===== src/rtl/dma_word_responder_if.sv =====
// Signal bundle joining the ECDSA DMA initiator, dma_word_responder and its
// single-port word memory.
interface dma_word_responder_if #(
    parameter int unsigned MEM_WORDS = 4096
);
    localparam int unsigned AW = $clog2(MEM_WORDS);

    logic          dma_rx_start;
    logic [31:0]   dma_rx_address;
    logic [380:0]  dma_rx_data;
    logic          dma_tx_start;
    logic [31:0]   dma_tx_address;
    logic [380:0]  dma_tx_data;
    logic          dma_done;
    logic          dma_idle;
    logic          dma_error;
    logic [AW-1:0] mem_addr;
    logic          mem_rd_en;
    logic [31:0]   mem_rdata;
    logic          mem_wr_en;
    logic [31:0]   mem_wdata;

    modport slave (
        input  dma_rx_start, dma_rx_address, dma_tx_start, dma_tx_address,
               dma_tx_data, mem_rdata,
        output dma_rx_data, dma_done, dma_idle, dma_error,
               mem_addr, mem_rd_en, mem_wr_en, mem_wdata
    );

    modport master (
        output dma_rx_start, dma_rx_address, dma_tx_start, dma_tx_address,
               dma_tx_data, mem_rdata,
        input  dma_rx_data, dma_done, dma_idle, dma_error,
               mem_addr, mem_rd_en, mem_wr_en, mem_wdata
    );
endinterface


===== src/rtl/dma_word_responder.sv =====
// Memory-side responder splitting 381-bit DMA reads/writes into twelve 32-bit words.
// Define DMA_RESP_BOUNDS_CHECK_EN to reject requests falling outside the memory.
module dma_word_responder #(
    parameter int unsigned MEM_WORDS = 4096,
    parameter logic [31:0] BASE_ADDR = 32'h0000_0000
) (
    input  logic                 clk,
    input  logic                 resetn,
    dma_word_responder_if.slave  bus
);
    localparam int unsigned AW = $clog2(MEM_WORDS);

    typedef enum logic [1:0] {IDLE, RD, WR, DONE} state_t;

    state_t        state_q, state_d;
    logic [3:0]    cnt_q, cnt_d;
    logic [AW-1:0] base_q, base_d;
    logic [383:0]  frame_q, frame_d;
    logic [380:0]  rx_data_q, rx_data_d;
    logic          err_q, err_d;
    logic          pend_q, pend_d;

    logic          acc_rd;
    logic [31:0]   acc_addr;
    logic [31:0]   offset;
    logic          acc_bad;
    logic [3:0]    word_sel;
    logic          unused_offset;

    assign acc_rd        = bus.dma_rx_start;
    assign acc_addr      = acc_rd ? bus.dma_rx_address : bus.dma_tx_address;
    assign offset        = acc_addr - BASE_ADDR;
    assign unused_offset = ^{offset[31:AW+2], offset[1:0]};

`ifdef DMA_RESP_BOUNDS_CHECK_EN
    assign acc_bad = (acc_addr[1:0] != 2'b00) || (acc_addr < BASE_ADDR) ||
                     (({2'b00, offset[31:2]} + 32'd11) >= MEM_WORDS);
`else
    assign acc_bad = (acc_addr[1:0] != 2'b00);
`endif

    always_comb begin
        state_d   = state_q;
        cnt_d     = cnt_q;
        base_d    = base_q;
        frame_d   = frame_q;
        rx_data_d = rx_data_q;
        err_d     = err_q;
        pend_d    = pend_q;
        unique case (state_q)
            IDLE: begin
                if (bus.dma_rx_start || bus.dma_tx_start) begin
                    err_d  = acc_bad || (bus.dma_rx_start && bus.dma_tx_start);
                    base_d = offset[AW+1:2];
                    cnt_d  = '0;
                    if (acc_bad) begin
                        state_d = DONE;
                        pend_d  = 1'b1;
                    end else if (acc_rd) begin
                        state_d = RD;
                    end else begin
                        state_d = WR;
                        frame_d = {bus.dma_tx_data, 3'b000};
                    end
                end
            end
            RD: begin
                // read data trails the address by one cycle, so word cnt-1 arrives now
                cnt_d = cnt_q + 4'd1;
                if (cnt_q != 4'd0) frame_d = {frame_q[351:0], bus.mem_rdata};
                if (cnt_q == 4'd12) begin
                    state_d   = DONE;
                    rx_data_d = frame_d[383:3];
                end
            end
            WR: begin
                cnt_d   = cnt_q + 4'd1;
                frame_d = frame_q << 32;
                if (cnt_q == 4'd12) state_d = DONE;
            end
            DONE: begin
                // an error spends one silent cycle here so done lands on E1
                if (pend_q) pend_d  = 1'b0;
                else        state_d = IDLE;
            end
            default: state_d = IDLE;
        endcase
    end

    always_ff @(posedge clk) begin
        if (!resetn) begin
            state_q   <= IDLE;
            cnt_q     <= '0;
            base_q    <= '0;
            frame_q   <= '0;
            rx_data_q <= '0;
            err_q     <= 1'b0;
            pend_q    <= 1'b0;
        end else begin
            state_q   <= state_d;
            cnt_q     <= cnt_d;
            base_q    <= base_d;
            frame_q   <= frame_d;
            rx_data_q <= rx_data_d;
            err_q     <= err_d;
            pend_q    <= pend_d;
        end
    end

    assign word_sel      = (cnt_q > 4'd11) ? 4'd11 : cnt_q;
    assign bus.mem_addr  = base_q + AW'(word_sel);
    assign bus.mem_rd_en = (state_q == RD);
    assign bus.mem_wr_en = (state_q == WR) && (cnt_q != 4'd12);
    assign bus.mem_wdata = frame_q[383:352];
    assign bus.dma_done  = (state_q == DONE) && !pend_q;
    assign bus.dma_idle  = (state_q == IDLE);
    assign bus.dma_error = err_q;
    assign bus.dma_rx_data = rx_data_q;
endmodule

===== src/flat_wrapper.sv =====
// flat-port wrapper written by rule: the top's interface ports become plain ports
module dma_word_responder_flat 
#(
    parameter int unsigned MEM_WORDS = 4096,
    parameter logic [31:0] BASE_ADDR = 32'h0000_0000
)
  (clk, resetn, bus_dma_rx_start, bus_dma_rx_address, bus_dma_tx_start, bus_dma_tx_address, bus_dma_tx_data, bus_mem_rdata, bus_dma_rx_data, bus_dma_done, bus_dma_idle, bus_dma_error, bus_mem_addr, bus_mem_rd_en, bus_mem_wr_en, bus_mem_wdata);
  dma_word_responder_if #(.MEM_WORDS(MEM_WORDS)) bus_i ();
  input  logic clk;
  input  logic resetn;
  input wire logic [$bits(bus_i.dma_rx_start)-1:0] bus_dma_rx_start;
  input wire logic [$bits(bus_i.dma_rx_address)-1:0] bus_dma_rx_address;
  input wire logic [$bits(bus_i.dma_tx_start)-1:0] bus_dma_tx_start;
  input wire logic [$bits(bus_i.dma_tx_address)-1:0] bus_dma_tx_address;
  input wire logic [$bits(bus_i.dma_tx_data)-1:0] bus_dma_tx_data;
  input wire logic [$bits(bus_i.mem_rdata)-1:0] bus_mem_rdata;
  output wire logic [$bits(bus_i.dma_rx_data)-1:0] bus_dma_rx_data;
  output wire logic [$bits(bus_i.dma_done)-1:0] bus_dma_done;
  output wire logic [$bits(bus_i.dma_idle)-1:0] bus_dma_idle;
  output wire logic [$bits(bus_i.dma_error)-1:0] bus_dma_error;
  output wire logic [$bits(bus_i.mem_addr)-1:0] bus_mem_addr;
  output wire logic [$bits(bus_i.mem_rd_en)-1:0] bus_mem_rd_en;
  output wire logic [$bits(bus_i.mem_wr_en)-1:0] bus_mem_wr_en;
  output wire logic [$bits(bus_i.mem_wdata)-1:0] bus_mem_wdata;
  assign bus_i.dma_rx_start = bus_dma_rx_start;
  assign bus_i.dma_rx_address = bus_dma_rx_address;
  assign bus_i.dma_tx_start = bus_dma_tx_start;
  assign bus_i.dma_tx_address = bus_dma_tx_address;
  assign bus_i.dma_tx_data = bus_dma_tx_data;
  assign bus_i.mem_rdata = bus_mem_rdata;
  assign bus_dma_rx_data = bus_i.dma_rx_data;
  assign bus_dma_done = bus_i.dma_done;
  assign bus_dma_idle = bus_i.dma_idle;
  assign bus_dma_error = bus_i.dma_error;
  assign bus_mem_addr = bus_i.mem_addr;
  assign bus_mem_rd_en = bus_i.mem_rd_en;
  assign bus_mem_wr_en = bus_i.mem_wr_en;
  assign bus_mem_wdata = bus_i.mem_wdata;
  dma_word_responder #(.MEM_WORDS(MEM_WORDS), .BASE_ADDR(BASE_ADDR)) u_core (.clk(clk), .resetn(resetn), .bus(bus_i));
endmodule

===== config.mk =====
export PLATFORM = sky130hd
export DESIGN_NAME = dma_word_responder_flat
export DESIGN_NICKNAME = d
export VERILOG_FILES = /design/src/rtl/dma_word_responder_if.sv /design/src/rtl/dma_word_responder.sv /design/src/flat_wrapper.sv
export SDC_FILE = /design/constraint.sdc
export NUM_CORES = 2
export LEC_CHECK = 0
export ABC_AREA = 1
export BUFFER_PORTS_ARGS = -buffer_cell sky130_fd_sc_hd__buf_4
export CAP_MARGIN = 10
export CORE_AREA = 2 2 352 354
export DETAILED_ROUTE_END_ITERATION = 8
export DIE_AREA = 0 0 354 356
export PLACE_DENSITY = 0.66
export SYNTH_ARGS = -nofsm -noshare
export SYNTH_HDL_FRONTEND = slang
export SYNTH_SLANG_ARGS = --single-unit

===== constraint.sdc =====
create_clock -name clk -period 2.6 [get_ports clk]
set_clock_uncertainty 0.1 [all_clocks]
set_input_delay 0.52 -clock clk [delete_from_list [all_inputs] [get_ports clk]]
set_output_delay 0.52 -clock clk [all_outputs]
set_load 0.03 [all_outputs]

After elaboration in Yosys (flattened, before gate mapping)
Cells that the tools add are included.
Operators by class
  mux-type cells: 18
  magnitude comparators: 1
  reduce and logical (&&, ||, !) cells: 20
  add/sub/neg operators: 2
  equality and inequality tests: 12
Operators with widths (number)
  $mux W384: 4
  $pmux W384 S3: 1
  $mux W14: 1
  $add A12 B4 Y12: 1
  $mux W2: 5
  $mux W4: 2
  $ne A2 B1 Y1 const B: 4
  $pmux W4 S2: 1
  $ne A2 B2 Y1 const B: 3
  $pmux W2 S3: 1
  $reduce_and A2 Y1: 3
  $reduce_and A3 Y1: 2
  $reduce_bool A2 Y1: 3
  $reduce_and A5 Y1: 1
  $add A4 B1 Y4 const B: 1
  $eq A2 B2 Y1 const B: 2
  $eq A4 B4 Y1 const B: 1
  $gt A4 B4 Y1 const B: 1
  $ne A4 B4 Y1 const B: 1
  $reduce_and A4 Y1: 1
  $reduce_bool A4 Y1: 1
  $logic_and A1 B1 Y1: 3
  $reduce_bool A3 Y1: 1
  $eq A2 B1 Y1 const B: 1
  other kinds (6): 8
Storage, ports and cells
  bits of input ports: 481
  word-level logic and storage cells: 61
  flip-flop bits (word level): 785

Logic depth before layout (Yosys ltp)
  depth after elaboration: 5
  gate-level depth with buffers: 12

Least setup slack after synthesis
Ideal clock, no wire load.
  path kind: register to output
  start: reg u_core.cnt_q[3]
  end: out bus_mem_addr[6]
  setup slack: 0.080 ns
  path buffers: 0
  arrival time: 1.900 ns
  stages on the path, launching flop included: 9
  path through: dfxtp_1 > nand2_1 > nand2_1 > ha_1 > fa_1 > nand3_1 > nand3_1 > nand3_1 > xor2_1
Between the ends
  longest elaborated chain between the ends: 3
Ends and longest elaborated chain
  from (decl): RTL line dma_word_responder.sv:16  | logic [3:0] cnt_q, cnt_d;
  from (signal assigned): RTL line dma_word_responder.sv:101  | cnt_q <= cnt_d;
  $gt A4 B4 Y1: RTL line dma_word_responder.sv:110  | assign word_sel = (cnt_q > 4'd11) ? 4'd11 : cnt_q;
  $mux W4 (*): RTL line dma_word_responder.sv:110
  $add A12 B4 Y12 (*): RTL line dma_word_responder.sv:111  | assign bus.mem_addr = base_q + AW'(word_sel);
  to (decl): RTL line flat_wrapper.sv:21  | output wire logic [$bits(bus_i.mem_addr)-1:0] bus_mem_addr;
Every way passes the cells marked *; elsewhere a longest branch is shown, timed or not.

Worst setup path after layout
  start: reg u_core.cnt_q[3]
  end: out bus_mem_addr[4]
The elaborated chain is that of the path after synthesis.

==> impl_metrics.toml <==
[outcome]
status = "finished, violations left"
failed_checks = "setup timing"

[finish]
final_common_cell = "sky130_fd_sc_hd__nand2_1"
design.final.nets = 8346
post_layout_nonfiller_instances = 9580
final_layout_size_suffix_gt1_share_pct = 15.8
mostFrequentLayoutCells = "sky130_fd_sc_hd__nand2_1 (2336), sky130_fd_sc_hd__buf_4 (979), sky130_fd_sc_hd__inv_1 (791), sky130_fd_sc_hd__dfxtp_1 (783), sky130_fd_sc_hd__nor2_1 (780)"
area.growth.synth_to_final_pct = 27.5
filler_cell_count = 12700

[setup_path]
critPathMostFrequentCell = "sky130_fd_sc_hd__nand2_2"
type_of_origin_of_the_critical_path = "flip-flop"
cpMaxStageDelayCell = "sky130_fd_sc_hd__fa_2"
critical_path.cell_chain = "nand2_2, nand2_2, ha_4, fa_2, nand3_2, nand3_4, buf_6, xor2_1, buf_4"
critPathKind = "flip-flop to output port"
timing.critical_path.arrival_ns = 2.29
r2r-start = "u_core.state_q[1]"
rrSetupSlack_ns = 0.18
critPathCaptureType = "output port"
reg2regPathDepth = 9
r2r-end = "u_core.frame_q[104]"
crit_path_max_incr_delay_ns = 0.35
crit_path_start = "u_core.cnt_q[3]"
crit_fanout = 4
worst_ep_required_time_ns = 1.98

[timing]
hold_worst_slack_ns = 0.0479
timing.final.crit_period_ns = 2.91
tns_ns = -2.67
rsz_0062_raised_after_global_routing = "true"
setup_viol = 11
finalWorstSetupSlack_ns = -0.309
max_slew_margin_pct = 42.4
timing_worst_slew_pin_value_ns = 0.864
final-hold-violation-count = 0
max_freq_mhz = 344
finalMaxSlewViolations = 0
post-route-period-util_pct = 112

[drt]
vias = 48300
met3RoutedLength_mm = 15.4
drt-pass1-iter-count = 6
highest-signal-layer = "met5"
remaining_drc_errors = 0
drt-vias-per-instance = 5.04
final_antenna_net_count = 0
met1_length_mm = 73.2
drt_iter0_drc = 4764
met2_length_mm = 82.9
drt_wl_total_mm = 180
route.detailed.wl_per_inst_microns = 18.8

[global_routing]
grt_pass1_wl_mm = 266
grt_max_degree = 120
grt_pass1_vias = 43500
gr-total-overflow = 0
grt.total_usage_pct = 27.1
antenna_found_initial = 26

[die]
num_io_pins = 911
floorplan.die.width_microns = 354
initial_core_util_pct = 35.2
height_of_the_chip_microns = 356
design.die.area_sq_mm = 0.126
core_area_sq_mm = 0.123
num_rows = 129

[clocking]
clock_tree_from_tritoncts = "built"
cts_htree_levels = 3
ctsLongestPathBuffers = 3
clock_latency_on_the_worst_skew_pair_ns = 0.70
cts_clk_pin_slew_worst_paths_ns = 0.06
cts_inserted_buffers = 93
clock_sink_count = 785
root_buffer = "sky130_fd_sc_hd__clkbuf_16"

[power]
internal_power_w = 0.0356
power.switching_fraction_pct = 48.7
combinational_power_share_pct = 57.0
power-per-cell-area_mw_per_mm2 = 1260
leakage_power_figure_nw = 28.6
p_clk_share_pct = 20.3
seq_power_share_pct = 22.7
ir_drop_v = 0.000789
netSwitchingPower_w = 0.0338

[placed_design]
port_buf_inserts = 874
gp_congestion = 0.927
place_ws_ns = 0.124
dp.final_hpwl_mm = 130
place_inst = 9375

[synthesis]
mappedNetlistNets = 7720
synth_seq_area_share_pct = 36.4
ys.warnings.count = 0
synth.ff_latch_count = 785
synth.cell_area_sq_mm = 0.0432
syn-mean-instance-area_sq_um = 5.98
postSynthCellCount = 7226
synth.distinct_cells = 24

[hold_path]
cell_depth_of_the_worst_hold_path = 5
worst_hold_startpoint = "bus_dma_tx_data[21]"
hold_class = "input pin to flip-flop"
min_delay_worst_endpoint = "u_core.frame_q[24]"

[job]
drv_cap = 0
[critical path, delay by kind of cell (launching register included)]
family	cells	cell delay [ns]
xor gates and xnor gates	1	0.13
adders and majority gates	2	0.51
buffers and inverters	2	0.31
DFF	1	0.33
and+or+nand+nor	4	0.35
[state kept, by name, indices dropped and copies added, names as in the netlist]
register / flops
u_core.bus.dma_error: 1
u_core.frame_q: 384
u_core.cnt_q: 4
u_core.base_q: 12
u_core.bus.dma_rx_data: 381
u_core.state_q: 2
u_core.pend_q: 1
[area by class of cell]
cell class / instances / area [sq um] / area share, %
Multi-Input combinational cell: 5103 / 22000 / 39.9
Sequential cell: 785 / 15700 / 28.5
Timing Repair Buffer: 1073 / 9040 / 16.4
Inverter: 796 / 3010 / 5.46
Clock buffer: 128 / 2620 / 4.76
Tap cell: 1637 / 2050 / 3.72
Clock inverter: 42 / 601 / 1.09
Antenna cell: 16 / 40.0 / 0.0727
[power by group through the flow]
stage / combinational, W / sequential (W) / clock, W
floorplan: 0.0275 / 0.0158 / 0
global placement: 0.0384 / 0.0159 / 0
detailed placement: 0.0390 / 0.0160 / 0
CTS: 0.0393 / 0.0157 / 0.0143
global route: 0.0444 / 0.0160 / 0.0148
finish: 0.0395 / 0.0158 / 0.0141
[cells in the mapped netlist]
library cell,number,area share (%)
sky130_fd_sc_hd__ha_1,12,0.35
sky130_fd_sc_hd__or2_2,1,0.014
sky130_fd_sc_hd__buf_1,14,0.12
sky130_fd_sc_hd__clkbuf_1,160,1.4
sky130_fd_sc_hd__clkinv_1,1,0.0087
sky130_fd_sc_hd__a211oi_1,1,0.017
sky130_fd_sc_hd__fa_1,1,0.046
sky130_fd_sc_hd__xor2_1,7,0.14
sky130_fd_sc_hd__nor2_2,2,0.029
sky130_fd_sc_hd__inv_1,795,6.9
sky130_fd_sc_hd__buf_2,295,3.4
sky130_fd_sc_hd__nand3b_1,3,0.052
sky130_fd_sc_hd__o21ai_0,753,8.7
sky130_fd_sc_hd__a21oi_2,1,0.020
sky130_fd_sc_hd__mux2i_1,7,0.16
sky130_fd_sc_hd__nor2_1,783,6.8
sky130_fd_sc_hd__nor3_1,2,0.023
sky130_fd_sc_hd__a21oi_1,403,4.7
sky130_fd_sc_hd__nand2_2,2,0.029
sky130_fd_sc_hd__nand4_1,1,0.014
sky130_fd_sc_hd__nand3_1,779,9.0
sky130_fd_sc_hd__buf_4,73,1.3
sky130_fd_sc_hd__nand2_1,2345,20
sky130_fd_sc_hd__dfxtp_1,785,36
[metrics by stage]
step           total power (W)  util [%]  instance area [sq um]
2_1_floorplan           0.0432         -                  43200
3_3_place_gp            0.0543      42.0                  51500
3_5_place_dp            0.0550      42.0                  51500
4_1_cts                 0.0693      44.8                  55000
5_1_grt                 0.0751      44.9                  55100
6_report                0.0693      44.9                  55100
[worst max-delay path by stage]
stage	end	cells past startpoint
6_report	bus_mem_addr[4]	9
5_1_grt	bus_mem_addr[4]	9
4_1_cts	bus_mem_addr[8]	9
3_5_place_dp	u_core.frame_q[88]	10
3_3_place_gp	bus_mem_addr[4]	9
2_1_floorplan	bus_mem_addr[6]	8
[metal layers]
| layer | track usage [%] | vias to the layer above |
|---|---|---|
| li1 | - | 23800 |
| met3 | 5.65 | 360 |
| met4 | 12.9 | 16 |
| met1 | 34.2 | 22100 |
| met5 | 0 | - |
| met2 | 44.3 | 1955 |
[logic make-up (layout without fill, tap and decap cells)]
group | count (synthesis) | in the layout | synth area share, %
AND/OR/NAND/NOR | 3918 | 3918 | 36.4
buffers and inverters | 1338 | 2039 | 13.1
AO/OA/AOI/OAI | 1158 | 1158 | 13.4
flip-flops | 785 | 785 | 36.4
adder cells (fa/ha/maj) | 13 | 13 | 0.394
XOR/XNOR | 7 | 7 | 0.142
multiplexers | 7 | 7 | 0.162
other | 0 | 16 | 0
[what timing repair did]
action / 4_1_cts / 5_1_grt
buffers inserted: 5 / 2
pin swaps: 8 / 7
hold buffers: 12 / 0
hold endpoints to repair: 10 / 0
gates resized for setup: 31 / 11
setup endpoints to repair: 13 / 32
Note: power is estimated with default switching activity, not from simulation.
